==> src/rtl/pipe_hazard_ctrl.sv <==
// pipe_hazard_ctrl: stall/flush sequencing for the five-stage LEGv8 pipeline
// covering load-use bubbles, CBZ flushes and data-memory wait states with a timeout halt.
module pipe_hazard_ctrl #(
    parameter int MEM_TIMEOUT = 16,
    parameter int CNT_W       = 16
) (
    input  logic             clk,
    input  logic             reset,
    input  logic [4:0]       id_rn,
    input  logic [4:0]       id_rm,
    input  logic             id_uses_rm,
    input  logic             ex_memread,
    input  logic [4:0]       ex_rd,
    input  logic             mem_access,
    input  logic             dmem_ack,
    input  logic             mem_branch_taken,
    output logic             pc_en,
    output logic             ifid_en,
    output logic             idex_en,
    output logic             exmem_en,
    output logic             memwb_en,
    output logic             ifid_flush,
    output logic             idex_flush,
    output logic             exmem_flush,
    output logic             halted,
    output logic             mem_err,
    output logic [CNT_W-1:0] stall_cnt,
    output logic [CNT_W-1:0] flush_cnt
);
    typedef enum logic [1:0] {RUN, WAIT, HALT} state_e;
    localparam int WW = $clog2(MEM_TIMEOUT + 1);
    localparam logic [WW-1:0] LAST = WW'(MEM_TIMEOUT - 1);
    state_e           state_q, state_d;
    logic [WW-1:0]    wait_cnt_q, wait_cnt_d;
    logic             mem_err_q;
    logic [CNT_W-1:0] stall_cnt_q, stall_cnt_d, flush_cnt_q, flush_cnt_d;
    logic             load_use, mem_busy, active, br, lu;
    assign load_use = ex_memread & (ex_rd != 5'd31) &
                      ((ex_rd == id_rn) | (id_uses_rm & (ex_rd == id_rm)));
    assign mem_busy = mem_access & ~dmem_ack;
    assign active   = ~reset & (state_q != HALT);
    // priority: busy freeze > branch flush > load-use bubble
    assign br = ~mem_busy & mem_branch_taken;
    assign lu = ~mem_busy & ~mem_branch_taken & load_use;
    assign pc_en       = active & ~mem_busy & ~lu;
    assign ifid_en     = pc_en;
    assign idex_en     = active & ~mem_busy;
    assign exmem_en    = idex_en;
    assign memwb_en    = idex_en;
    assign ifid_flush  = reset | (active & br);
    assign idex_flush  = reset | (active & (br | lu));
    assign exmem_flush = reset | (active & br);
    assign halted      = state_q == HALT;
    assign mem_err     = mem_err_q;
    assign stall_cnt   = stall_cnt_q;
    assign flush_cnt   = flush_cnt_q;
    always_comb begin
        state_d    = state_q;
        wait_cnt_d = wait_cnt_q;
        if (state_q != HALT) begin
            if (!mem_busy) begin
                state_d    = RUN;
                wait_cnt_d = '0;
            end else if (state_q == RUN) begin
                state_d    = WAIT;
                wait_cnt_d = WW'(1);
            end else begin
                state_d    = (wait_cnt_q == LAST) ? HALT : WAIT;
                wait_cnt_d = wait_cnt_q + 1'b1;
            end
        end
        stall_cnt_d = (active && !pc_en && !(&stall_cnt_q)) ? stall_cnt_q + 1'b1 : stall_cnt_q;
        flush_cnt_d = (active && br && !(&flush_cnt_q)) ? flush_cnt_q + 1'b1 : flush_cnt_q;
    end
    always_ff @(posedge clk or posedge reset) begin
        if (reset) begin
            state_q     <= RUN;
            wait_cnt_q  <= '0;
            mem_err_q   <= 1'b0;
            stall_cnt_q <= '0;
            flush_cnt_q <= '0;
        end else begin
            state_q     <= state_d;
            wait_cnt_q  <= wait_cnt_d;
            mem_err_q   <= mem_err_q | (state_d == HALT);
            stall_cnt_q <= stall_cnt_d;
            flush_cnt_q <= flush_cnt_d;
        end
    end
endmodule

==> config.mk <==
export PLATFORM = sky130hd
export DESIGN_NAME = pipe_hazard_ctrl
export DESIGN_NICKNAME = d
export VERILOG_FILES = /design/src/rtl/pipe_hazard_ctrl.sv
export SDC_FILE = /design/constraint.sdc
export NUM_CORES = 1
export LEC_CHECK = 0
export CAP_MARGIN = 20
export CORE_ASPECT_RATIO = 1.25
export CORE_MARGIN = 4
export CORE_UTILIZATION = 51
export DETAILED_ROUTE_END_ITERATION = 16
export PLACE_DENSITY_LB_ADDON = 0.2
export SKIP_LAST_GASP = 1
export SLEW_MARGIN = 10
export SYNTH_ARGS = -nofsm -noshare
export SYNTH_HDL_FRONTEND = slang
export SYNTH_SLANG_ARGS = --single-unit
==> constraint.sdc <==
create_clock -name clk -period 7.2 [get_ports clk]
set_clock_uncertainty 0.15 [all_clocks]
set_input_delay 1.8 -clock clk [delete_from_list [all_inputs] [get_ports clk]]
set_output_delay 1.8 -clock clk [all_outputs]
set_load 0.03 [all_outputs]
=== After elaboration in Yosys (flattened, before gate mapping) ===
Cells that the tools add are included.

* Flip-flop bits (word level): 40
* Logic and storage cells: 53

* $add $sub $neg: 3
* Mux-type cells: 6
* Bitwise gates (word level): 22
* Reductions and logical operators: 10
* Eq/ne operators: 7

{| class="wikitable"
|+ Operators with widths
! cell !! number
|-
| 16-bit by 1-bit adder with 16-bit output, second input constant || 2
|-
| 16-bit AND reduction || 2
|-
| 1-bit AND || 12
|-
| 5-bit equality test || 2
|-
| 5-bit two-way mux || 2
|-
| 2-bit two-way mux || 4
|-
| 5-bit by 1-bit adder with 5-bit output, second input constant || 1
|-
| 5-bit by 4-bit equality test with 1-bit output, second input constant || 1
|-
| 5-bit inequality test, second input constant || 1
|-
| 1-bit NOT || 5
|-
| 1-bit bitwise OR || 5
|-
| 2-bit equality test, second input constant || 2
|-
| 1-bit logical AND || 4
|-
| 1-bit zero test || 3
|-
| 2-bit zero test || 1
|-
| 2-bit inequality test, second input constant || 1
|}

=== Longest topological paths before layout ===
Gate-level depths: netlist of run 1.

* Word-level depth: 10
* Mapped depth: 7

=== Worst setup path after synthesis of run 1 ===
Ideal clock, no wire load.

* Kind: input port to output port
* From: input port mem_access
* To: output port pc_en
* Path slack: 1.306 ns
* Arrival time: 3.944 ns
* Required time: 5.250 ns
* Buffers on the path: 2
* Stages on the path: 5
* Cell sequence: nor2b_1 > clkbuf_1 > nor3_1 > and2_1 > buf_4

* Elaborated cells between the ends (all ways): 7
* Classes of those cells: bitwise: 7

{| class="wikitable"
|+ RTL lines
! what !! RTL line !! source
|-
| from (decl) || 14 || <nowiki>input logic mem_access,</nowiki>
|-
| 1-bit AND || 40 || <nowiki>assign mem_busy = mem_access & ~dmem_ack;</nowiki>
|-
| 1-bit NOT || n/a ||
|-
| 1-bit AND || n/a ||
|-
| net exmem_en || 20 || <nowiki>output logic exmem_en,</nowiki>
|-
| 1-bit AND || 45 || <nowiki>assign pc_en = active & ~mem_busy & ~lu;</nowiki>
|-
| to (decl) || 17 || <nowiki>output logic pc_en,</nowiki>
|}

The timed path passes the listed nets, and every way through them passes these cells.

=== Worst setup path in the final report of run 1 ===
* From: input port mem_access
* To: output port ifid_en

* Longest elaborated chain between the ends: 6
* Elaborated cells between the ends (all ways): 7
* Classes of those cells: bitwise: 7

{| class="wikitable"
|+ Ends and longest elaborated chain
! what !! RTL line !! source
|-
| 1-bit AND (*) || 40 ||
|-
| 1-bit NOT (*) || 44, 45 ||
|-
| 1-bit AND (2 in a row) || 44 || <nowiki>assign lu = ~mem_busy & ~mem_branch_taken & load_use;</nowiki>
|-
| 1-bit NOT || 45 ||
|-
| 1-bit AND (*) || 45 ||
|-
| to (decl) || 18 || <nowiki>output logic ifid_en,</nowiki>
|}

Every way passes the cells marked *; elsewhere a longest branch is shown, timed or not.

==> impl_metrics.csv, run 1 <==
group,metric,value,unit
floorplanning,initial_utilization,52.55,%
sta,relSlewSlack,49.18,%
route,first_iter_violations,47,
global_route,antenna_found_initial,0,
sta,tns,0,ns
finish,nNetsFinal,294,
floorplanning,die_h,80.38,µm
job,drv_cap,0,
logic_synthesis,synth_compound_area_share,7.377,%
global_route,grt_pass1_wl,7983,µm
finish,multi_input_area,0.001084,mm²
logic_synthesis,synth_commonest_cells,"dfrtp_1 (40), xor2_1 (22), nand2_1 (19)",
power_and_ir_drop,power_leakage,1.266,nW
logic_synthesis,synth.most_common_cell,"dfrtp_1",
clock_network,cts-root-buf,"clkbuf_8",
sta,finalSetupViolCount,0,
route,via_per_inst,5.302,
floorplanning,die_w,65.90,µm
global_route,grt_max_degree,42,
global_route,grt_pass1_vias,1871,
sta,rsz0062_at_grt,"no",
critical_path,required,5.25,ns
floorplanning,num_rows,26,
sta,worst_slew_pin_slew,0.7582,ns
logic_synthesis,synth.top_cell.area_share,46.84,%
logic_synthesis,synth_top_cell_by_area,"dfrtp_1",
power_and_ir_drop,p_per_area,150.4,mW/mm²
logic_synthesis,synthArstFlopShare,100.0,%
logic_synthesis,synthSimpleGateAreaFrac,23.95,%
clock_network,h-tree-depth,2,
finish,seqCellArea,0.001001,mm²
logic_synthesis,yosysUniqueCellTypes,39,
sta,slew_violations,0,
logic_synthesis,yosysSeqAreaShare,46.84,%
global_route,overflow,0,
clock_network,cts.clk_slew.worst_paths,0.07,ns
finish,nFillCells,313,
logic_synthesis,synth_seq_cells,40,
hold_path,hp-class,"register to register",
logic_synthesis,syn_nets,227,
clock_network,cts_tree,"yes",
logic_synthesis,synthAdderAreaFrac,2.342,%
logic_synthesis,syn_inst,201,
route,ant_nets,0,
status,status,"complete, no violations",
clock_network,cts_made_buffers,5,
sta,fin_crit_sh,84.72,%
critical_path,startpoint_type,"primary input",
logic_synthesis,synth_area,0.002137,mm²
sta,hold_viol,0,
logic_synthesis,ys_top_cells_by_area,"dfrtp_1 (47%), xor2_1 (9.0%), xnor2_1 (7.0%)",
route,dr.pass1.iters,4,
route,vias,1723,
finish,syn2layout_area_growth,36.94,%
critical_path,critPathCaptureType,"output pin",
finish,antenna_cells,0,
critical_path,arrival,4.15,ns
finish,drive_gt1_share,9.294,%
placed_design,place_congestion,0.7449,
floorplanning,die_area,0.005297,mm²
clock_network,hold_buffers,0,
clock_network,cts-resized-gates,0,
sta,period_minus_slack,6.100,ns
power_and_ir_drop,fin_total_pwr,0.0004401,W
critical_path,worstSetupPathType,"primary input to output pin",
logic_synthesis,syn-mean-instance-area,10.63,µm²
logic_synthesis,synth_ff_type,"dfrtp_1",
placed_design,dp_hpwl,3588,µm
route,drc,0,
sta,fmax,163.9,MHz
route,avgRoutedWirePerCell,14.16,µm
global_route,gr-usage-all-layers,19.31,%
logic_synthesis,synthMuxAreaShare,1.054,%
clock_network,clkLatencyLatePin,0.29,ns
placed_design,port_buffers,63,
critical_path,worstPathMaxFanout,9,
clock_network,cts.sinks,40,
floorplanning,ios,64,
clock_network,post_cts_buffers,0,
logic_synthesis,yosysWarnings,0,
logic_synthesis,synth_edf_count,0,
route,wirelength,4601,µm
logic_synthesis,synth_top_family_by_area,"simple AND/OR/NAND/NOR gates",
floorplanning,coreArea,0.004066,mm²
clock_network,clk_path_buf_depth,2,
power_and_ir_drop,irDropWorstVdd,0.00009469,V
logic_synthesis,synthXorXnorAreaFrac,15.98,%
[metal layers]
metal  share of wire, %  GRT usage, %  vias up
li1                   -             -      840
met1                 41         21.71      817
met2                 50         34.60       60
met3                6.7         4.755        6
met4                1.5         7.261        0
met5                  0             0        -
[layout make-up]
type	count	share of cell area [%]
Multi-Input combinational cell	151	37.02
Sequential cell	40	34.20
Timing Repair Buffer	65	22.06
Clock buffer	6	2.480
Tap cell	56	2.394
Clock inverter	2	1.197
Inverter	5	0.6413
[layout by cell type, fill, tap and decap left out, drive strengths merged]
| master | n |
|---|---|
| a32o | 1 |
| nand2b | 2 |
| dfrtp | 40 |
| o21bai | 2 |
| o22ai | 1 |
| nor3 | 9 |
| a211oi | 4 |
| clkinv | 1 |
| a21oi | 6 |
| xnor2 | 17 |
| nand4 | 9 |
| or3 | 1 |
| o21ai | 6 |
| and2 | 5 |
| nor4 | 1 |
| clkbuf | 6 |
| buf | 2 |
| nor2 | 8 |
| or2 | 3 |
| or2b | 1 |
| clkdlybuf4s50 | 63 |
| nor2b | 2 |
| inv | 5 |
| nor4b | 3 |
| nand2 | 19 |
| and3 | 2 |
| nand3 | 12 |
| and4 | 3 |
| xor2 | 22 |
| mux2 | 2 |
| ha | 4 |
| bufinv | 1 |
| or4 | 3 |
| a31oi | 1 |
| nor3b | 2 |
[path summary, 6_finish.rpt]
| check | cells after the start | to | from | slack, ns |
|---|---|---|---|---|
| hold / removal | 1 | mem_err$_DFF_PP0_ | mem_err$_DFF_PP0_ | 0.32 |
| setup reg to reg | 6 | flush_cnt[7]$_DFFE_PP0P_ | state_q[1]$_DFF_PP0_ | 5.01 |
| min in group asynchronous | 3 | stall_cnt[10]$_DFFE_PP0P_ | reset | 1.94 |
| max in group asynchronous | 3 | flush_cnt[8]$_DFFE_PP0P_ | reset | 4.62 |
| hold reg to reg | 1 | mem_err$_DFF_PP0_ | mem_err$_DFF_PP0_ | 0.32 |
| setup / recovery | 6 | ifid_en | mem_access | 1.10 |
[through the flow]
step                      cells  hold WS [ns]  area, µm²  setup WS [ns]  utilization [%]
after floorplan             201        0.3079       2137          1.306                -
after global placement      317        0.3000       2819          1.175            69.32
after detailed placement    317        0.3013       2819          1.124            69.32
after CTS                   325        0.3207       2927          1.108            71.97
after global routing        325        0.3438       2927         0.9181            71.97
final                       325        0.3162       2927          1.100            71.97
[logic make-up (layout without fill, tap and decap cells)]
kind of cell / after synthesis / after routing
compound gates: 21 / 21
fa+ha+maj: 4 / 4
flops: 40 / 40
xor+xnor: 39 / 39
buf+inv: 10 / 78
mux: 2 / 2
simple gates: 85 / 85
[power breakdown]
part / leakage (nW) / internal, W / switching, W
Clock: 0.0552 / 0.000103 / 0.0000755
Sequential: 0.532 / 0.000225 / 0.000000789
Combinational: 0.679 / 0.0000181 / 0.0000178
[state kept, by name, summed over array words and instances, names as in the netlist]
name / cells
stall_cnt: 16
mem_err: 1
wait_cnt_q: 5
flush_cnt: 16
state_q: 2
[critical path: stages]
cell and delay, ns:
clkdlybuf4s50_1 0.47, nor2b_1 0.50, nor2_1 0.10, o21ai_1 0.35, and2_1 0.25, clkdlybuf4s50_1 0.68
Power figures use the tool's default switching activity.
==> run 2, diff against run 1 <==
- CORE_UTILIZATION: 51 -> 47
- clock period: 7.2 -> 5.9 ns (I/O delays scaled with it)
==> impl_metrics.csv, run 2 (synthesis gave the netlist of run 1 again) <==
group,metric,value,unit
status,status,"complete, no violations",
finish,fin_area,0.002948,mm²
critical_path,arrival,3.75,ns
critical_path,slowest_delay,0.68,ns
clock_network,cts.clk_slew.worst_paths,0.07,ns
finish,antenna_cells,0,
finish,stdcell_count,327,
power_and_ir_drop,power_leakage,1.283,nW
global_route,grt_max_degree,42,
critical_path,cpMostUsedCell,"clkdlybuf4s50_1",
floorplanning,die_area,0.005696,mm²
placed_design,placed_cells,319,
clock_network,cts-resized-gates,0,
placed_design,dp_hpwl,3589,µm
route,vias,1697,
sta,slew_violations,0,
sta,tns,0,ns
clock_network,cts_tree,"yes",
global_route,antenna_found_initial,0,
finish,mostFrequentLayoutCell,"clkdlybuf4s50_1",
placed_design,port_buffers,63,
global_route,grt_pass1_wl,7941,µm
global_route,overflow,0,
finish,nFillCells,365,
finish,drive_gt1_share,10.78,%
finish,mostFrequentLayoutCells,"clkdlybuf4s50_1 (60), dfrtp_1 (40), xor2_1 (22)",
route,avgRoutedWirePerCell,14.08,µm
critical_path,critical-path-slowest-cell,"clkdlybuf4s50_1",
power_and_ir_drop,irDropWorstVdd,0.0001150,V
sta,finalSetupViolCount,0,
critical_path,required,4.28,ns
floorplanning,die_h,83.39,µm
critical_path,path_cells,"clkdlybuf4s50_1, xor2_1, nor3_1, o21ai_1, and2_1, clkdlybuf4s50_1",
placed_design,place_congestion,0.7502,
critical_path,critPathCaptureType,"output pin",
clock_network,clk_path_buf_depth,2,
hold_path,hp-class,"register to register",
clock_network,cts_made_buffers,5,
clock_network,cts-root-buf,"clkbuf_8",
power_and_ir_drop,p_per_area,196.3,mW/mm²
critical_path,worstPathMaxFanout,7,
job,drv_cap,0,
sta,fmax,186.0,MHz
floorplanning,ios,64,
route,via_per_inst,5.190,
floorplanning,die_w,68.31,µm
sta,rsz0062_at_grt,"no",
clock_network,h-tree-depth,2,
route,first_iter_violations,42,
floorplanning,num_rows,27,
finish,nNetsFinal,295,
finish,syn2layout_area_growth,37.94,%
sta,hold_slack,0.3210,ns
critical_path,startpoint_type,"primary input",
clock_network,post_cts_buffers,0,
floorplanning,coreArea,0.004392,mm²
clock_network,hold_buffers,0,
sta,worst_slew_pin_slew,0.7711,ns
power_and_ir_drop,fin_total_pwr,0.0005787,W
route,wirelength,4603,µm
sta,fin_crit_sh,91.13,%
clock_network,cts.sinks,40,
clock_network,clkLatencyLatePin,0.29,ns
sta,relSlewSlack,48.31,%
sta,hold_viol,0,
floorplanning,initial_utilization,48.66,%
global_route,gr-usage-all-layers,18.16,%
global_route,grt_pass1_vias,1781,
route,ant_nets,0,
placed_design,placed_cell_area,0.002814,mm²
sta,period_minus_slack,5.376,ns
route,drc,0,
critical_path,worstSetupPathType,"primary input to output pin",
route,dr.pass1.iters,4,
run 2: cell types whose count changed in the layout (fill, tap and decap cells not counted):
| cell | delta |
|---|---|
| clkdlybuf4s50_1 | -3 |
| bufinv_16 | +1 |
| buf_2 | +1 |
| clkinv_2 | -1 |
| buf_4 | +3 |
| clkbuf_1 | -1 |
run 2: through the flow:
step,utilization (%),setup WS [ns]
final,67.12,0.5235
after global routing,67.12,0.3506
after CTS,67.01,0.4742
after detailed placement,64.07,0.4827
after global placement,64.07,0.4996
after floorplan,-,0.6561
run 2: path summary, 6_finish.rpt:
check                                         startpoint                         to  slack [ns]  cells after the start
worst max-delay path                            ex_rd[2]                      pc_en        0.52                      6
worst min-delay path                   mem_err$_DFF_PP0_          mem_err$_DFF_PP0_        0.32                      1
worst max register to register  flush_cnt[4]$_DFFE_PP0P_   flush_cnt[1]$_DFFE_PP0P_        3.70                      6
worst min register to register         mem_err$_DFF_PP0_          mem_err$_DFF_PP0_        0.32                      1
max in group asynchronous                          reset   stall_cnt[5]$_DFFE_PP0P_        3.64                      3
min in group asynchronous                          reset  wait_cnt_q[2]$_DFFE_PP0N_        1.61                      3
run 2: layout make-up:
type	instances	area, µm²	area share, %
flip-flops and latches	40	1001	33.96
clock buffers	5	68.82	2.334
well taps	58	72.57	2.462
clock inverters	2	60.06	2.037
multi-input cells	151	1084	36.76
repair buffers	66	643.1	21.82
inverters	5	18.77	0.6367
run 2: critical path, delay by kind of cell:
family	cells	cell delay, ns
buffers and inverters	2	1.22
xor gates and xnor gates	1	0.21
and+or+nand+nor	2	0.34
AOI/OAI and AO/OA	1	0.52
run 2: power by group:
group	switching, W	total, W	internal [W]
logic	0.0000222	0.0000442	0.0000220
clock network	0.0000924	0.000259	0.000166
registers	0.00000102	0.000276	0.000275
run 2: layer usage:
| layer | vias up | routed length (µm) | track usage (%) | part of all wire (%) |
|---|---|---|---|---|
| met5 | - | 0 | 0 | 0 |
| met4 | 0 | 78 | 8.137 | 1.7 |
| met3 | 6 | 285 | 3.383 | 6.2 |
| met2 | 58 | 2266 | 29.91 | 49 |
| met1 | 797 | 1972 | 22.33 | 43 |
| li1 | 836 | - | - | - |
==> run 3, diff against run 2 <==
- CORE_UTILIZATION: 47 -> 35
==> impl_metrics.csv, run 3 (synthesis gave the netlist of run 1 again) <==
group,metric,value,unit
status,status,"complete, no violations",
floorplanning,num_rows,31,
hold_path,hp-class,"register to register",
route,wirelength,4624,µm
clock_network,cts.clk_slew.worst_paths,0.08,ns
floorplanning,initial_utilization,36.49,%
global_route,overflow,0,
sta,relSlewSlack,49.40,%
critical_path,path_cells,"clkdlybuf4s50_1, nor2b_1, nor2_1, o21ai_1, and2_1, clkdlybuf4s50_1",
critical_path,r2r_slack,3.71,ns
route,drc,0,
finish,fin_area,0.002957,mm²
finish,syn2layout_area_growth,38.35,%
placed_design,placed_cell_area,0.002836,mm²
hold_path,hold_depth,1,
route,dr.pass1.iters,4,
critical_path,worstPathMaxFanout,9,
clock_network,h-tree-depth,2,
critical_path,slowest_delay,0.67,ns
finish,nFillCells,540,
clock_network,cts.sinks,40,
sta,finalSetupViolCount,0,
critical_path,arrival,3.83,ns
critical_path,r2r_start,"flush_cnt[4]$_DFFE_PP0P_",
finish,multi_input_area,0.001084,mm²
critical_path,critPathCaptureType,"output pin",
power_and_ir_drop,irDropWorstVdd,0.00007772,V
finish,mostFrequentLayoutCells,"clkdlybuf4s50_1 (60), dfrtp_1 (40), xor2_1 (22)",
clock_network,cts-root-buf,"clkbuf_8",
floorplanning,die_h,95.37,µm
critical_path,required,4.28,ns
clock_network,hold_buffers,0,
placed_design,port_buffers,63,
global_route,grt_max_degree,42,
clock_network,cts_made_buffers,5,
floorplanning,ios,64,
floorplanning,die_area,0.007428,mm²
floorplanning,die_w,77.89,µm
hold_path,hold_start,"mem_err$_DFF_PP0_",
critical_path,cpMostUsedCell,"clkdlybuf4s50_1",
global_route,grt_pass1_vias,1742,
sta,worst_slew_pin_slew,0.7549,ns
finish,antenna_cells,0,
finish,seqCellArea,0.001001,mm²
sta,hold_viol,0,
floorplanning,coreArea,0.005857,mm²
critical_path,critical-path-slowest-cell,"clkdlybuf4s50_1",
sta,period_minus_slack,5.459,ns
finish,mostFrequentLayoutCell,"clkdlybuf4s50_1",
placed_design,place_congestion,0.7987,
sta,fin_crit_sh,92.53,%
clock_network,post_cts_buffers,0,
sta,fmax,183.2,MHz
global_route,gr-usage-all-layers,13.18,%
sta,slew_violations,0,
clock_network,cts-resized-gates,0,
critical_path,worstSetupPathType,"primary input to output pin",
route,first_iter_violations,33,
clock_network,clkLatencyLatePin,0.29,ns
power_and_ir_drop,p_per_area,186.1,mW/mm²
route,ant_nets,0,
route,via_per_inst,4.826,
sta,rsz0062_at_grt,"no",
power_and_ir_drop,power_leakage,1.267,nW
clock_network,clk_path_buf_depth,2,
finish,drive_gt1_share,10.78,%
clock_network,cts_tree,"yes",
critical_path,reg2reg_to,"flush_cnt[1]$_DFFE_PP0P_",
hold_path,worstHoldEndpoint,"mem_err$_DFF_PP0_",
critical_path,reg2reg_depth,6,
finish,fin_util,50.48,%
global_route,antenna_found_initial,0,
sta,tns,0,ns
finish,nNetsFinal,294,
placed_design,dp_hpwl,3597,µm
critical_path,startpoint_type,"primary input",
route,avgRoutedWirePerCell,13.17,µm
job,drv_cap,0,
global_route,grt_pass1_wl,7797,µm
route,vias,1694,
==> run 3: cell count changes in the layout (fill, tap and decap cells not counted) <==
cell and delta:
buf_2 -1, buf_4 -1, bufinv_16 -1, clkbuf_2 +1, clkinvlp_4 +1, inv_6 +1
==> run 3: layout make-up <==
class,instances,share of cell area [%]
Clock inverter,3,1.566
Sequential cell,40,33.86
Multi-Input combinational cell,151,36.65
Inverter,5,0.6348
Clock buffer,5,2.328
Tap cell,82,3.470
Timing Repair Buffer,65,21.50
==> run 3: worst max-delay path by stage <==
stage,start,slack [ns],end,cells past startpoint
floorplan,mem_access,0.66,pc_en,5
global route,mem_access,0.29,pc_en,6
CTS,mem_access,0.33,ifid_en,5
detailed placement,mem_access,0.33,ifid_en,5
finish,mem_access,0.44,ifid_en,6
global placement,mem_access,0.37,pc_en,5
==> run 3: per-stage QoR <==
step           std cells  hold WS, ns  power [W]  setup WS [ns]
3_3_place_gp         342       0.3107  0.0003250         0.3704
3_5_place_dp         342       0.3052  0.0003252         0.3279
4_1_cts              350       0.3316  0.0005599         0.3254
2_1_floorplan        201       0.3079  0.0003013         0.6561
5_1_grt              351       0.3716  0.0005732         0.2881
6_report             351       0.3255  0.0005503         0.4408
==> run 3: power breakdown <==
group / internal (W) / total [W] / switching [W] / leakage (nW)
Sequential: 0.000275 / 0.000276 / 0.000000951 / 0.532
Combinational: 0.0000216 / 0.0000430 / 0.0000215 / 0.680
Clock: 0.000127 / 0.000232 / 0.000104 / 0.0548
==> run 3: worst max-delay path, delay by kind of cell <==
family | cells | cell delay, ns
buffers and inverters | 2 | 1.14
AND/OR/NAND/NOR | 3 | 0.84
AO/OA/AOI/OAI | 1 | 0.38
==> run 3: metal layers <==
| layer | global-route usage (%) | up-vias | share of wire (%) |
|---|---|---|---|
| met2 | 24.43 | 52 | 50 |
| met3 | 4.253 | 6 | 7.1 |
| met4 | 4.665 | 0 | 1.3 |
| li1 | - | 832 | - |
| met1 | 14.01 | 804 | 42 |
| met5 | 0 | - | 0 |
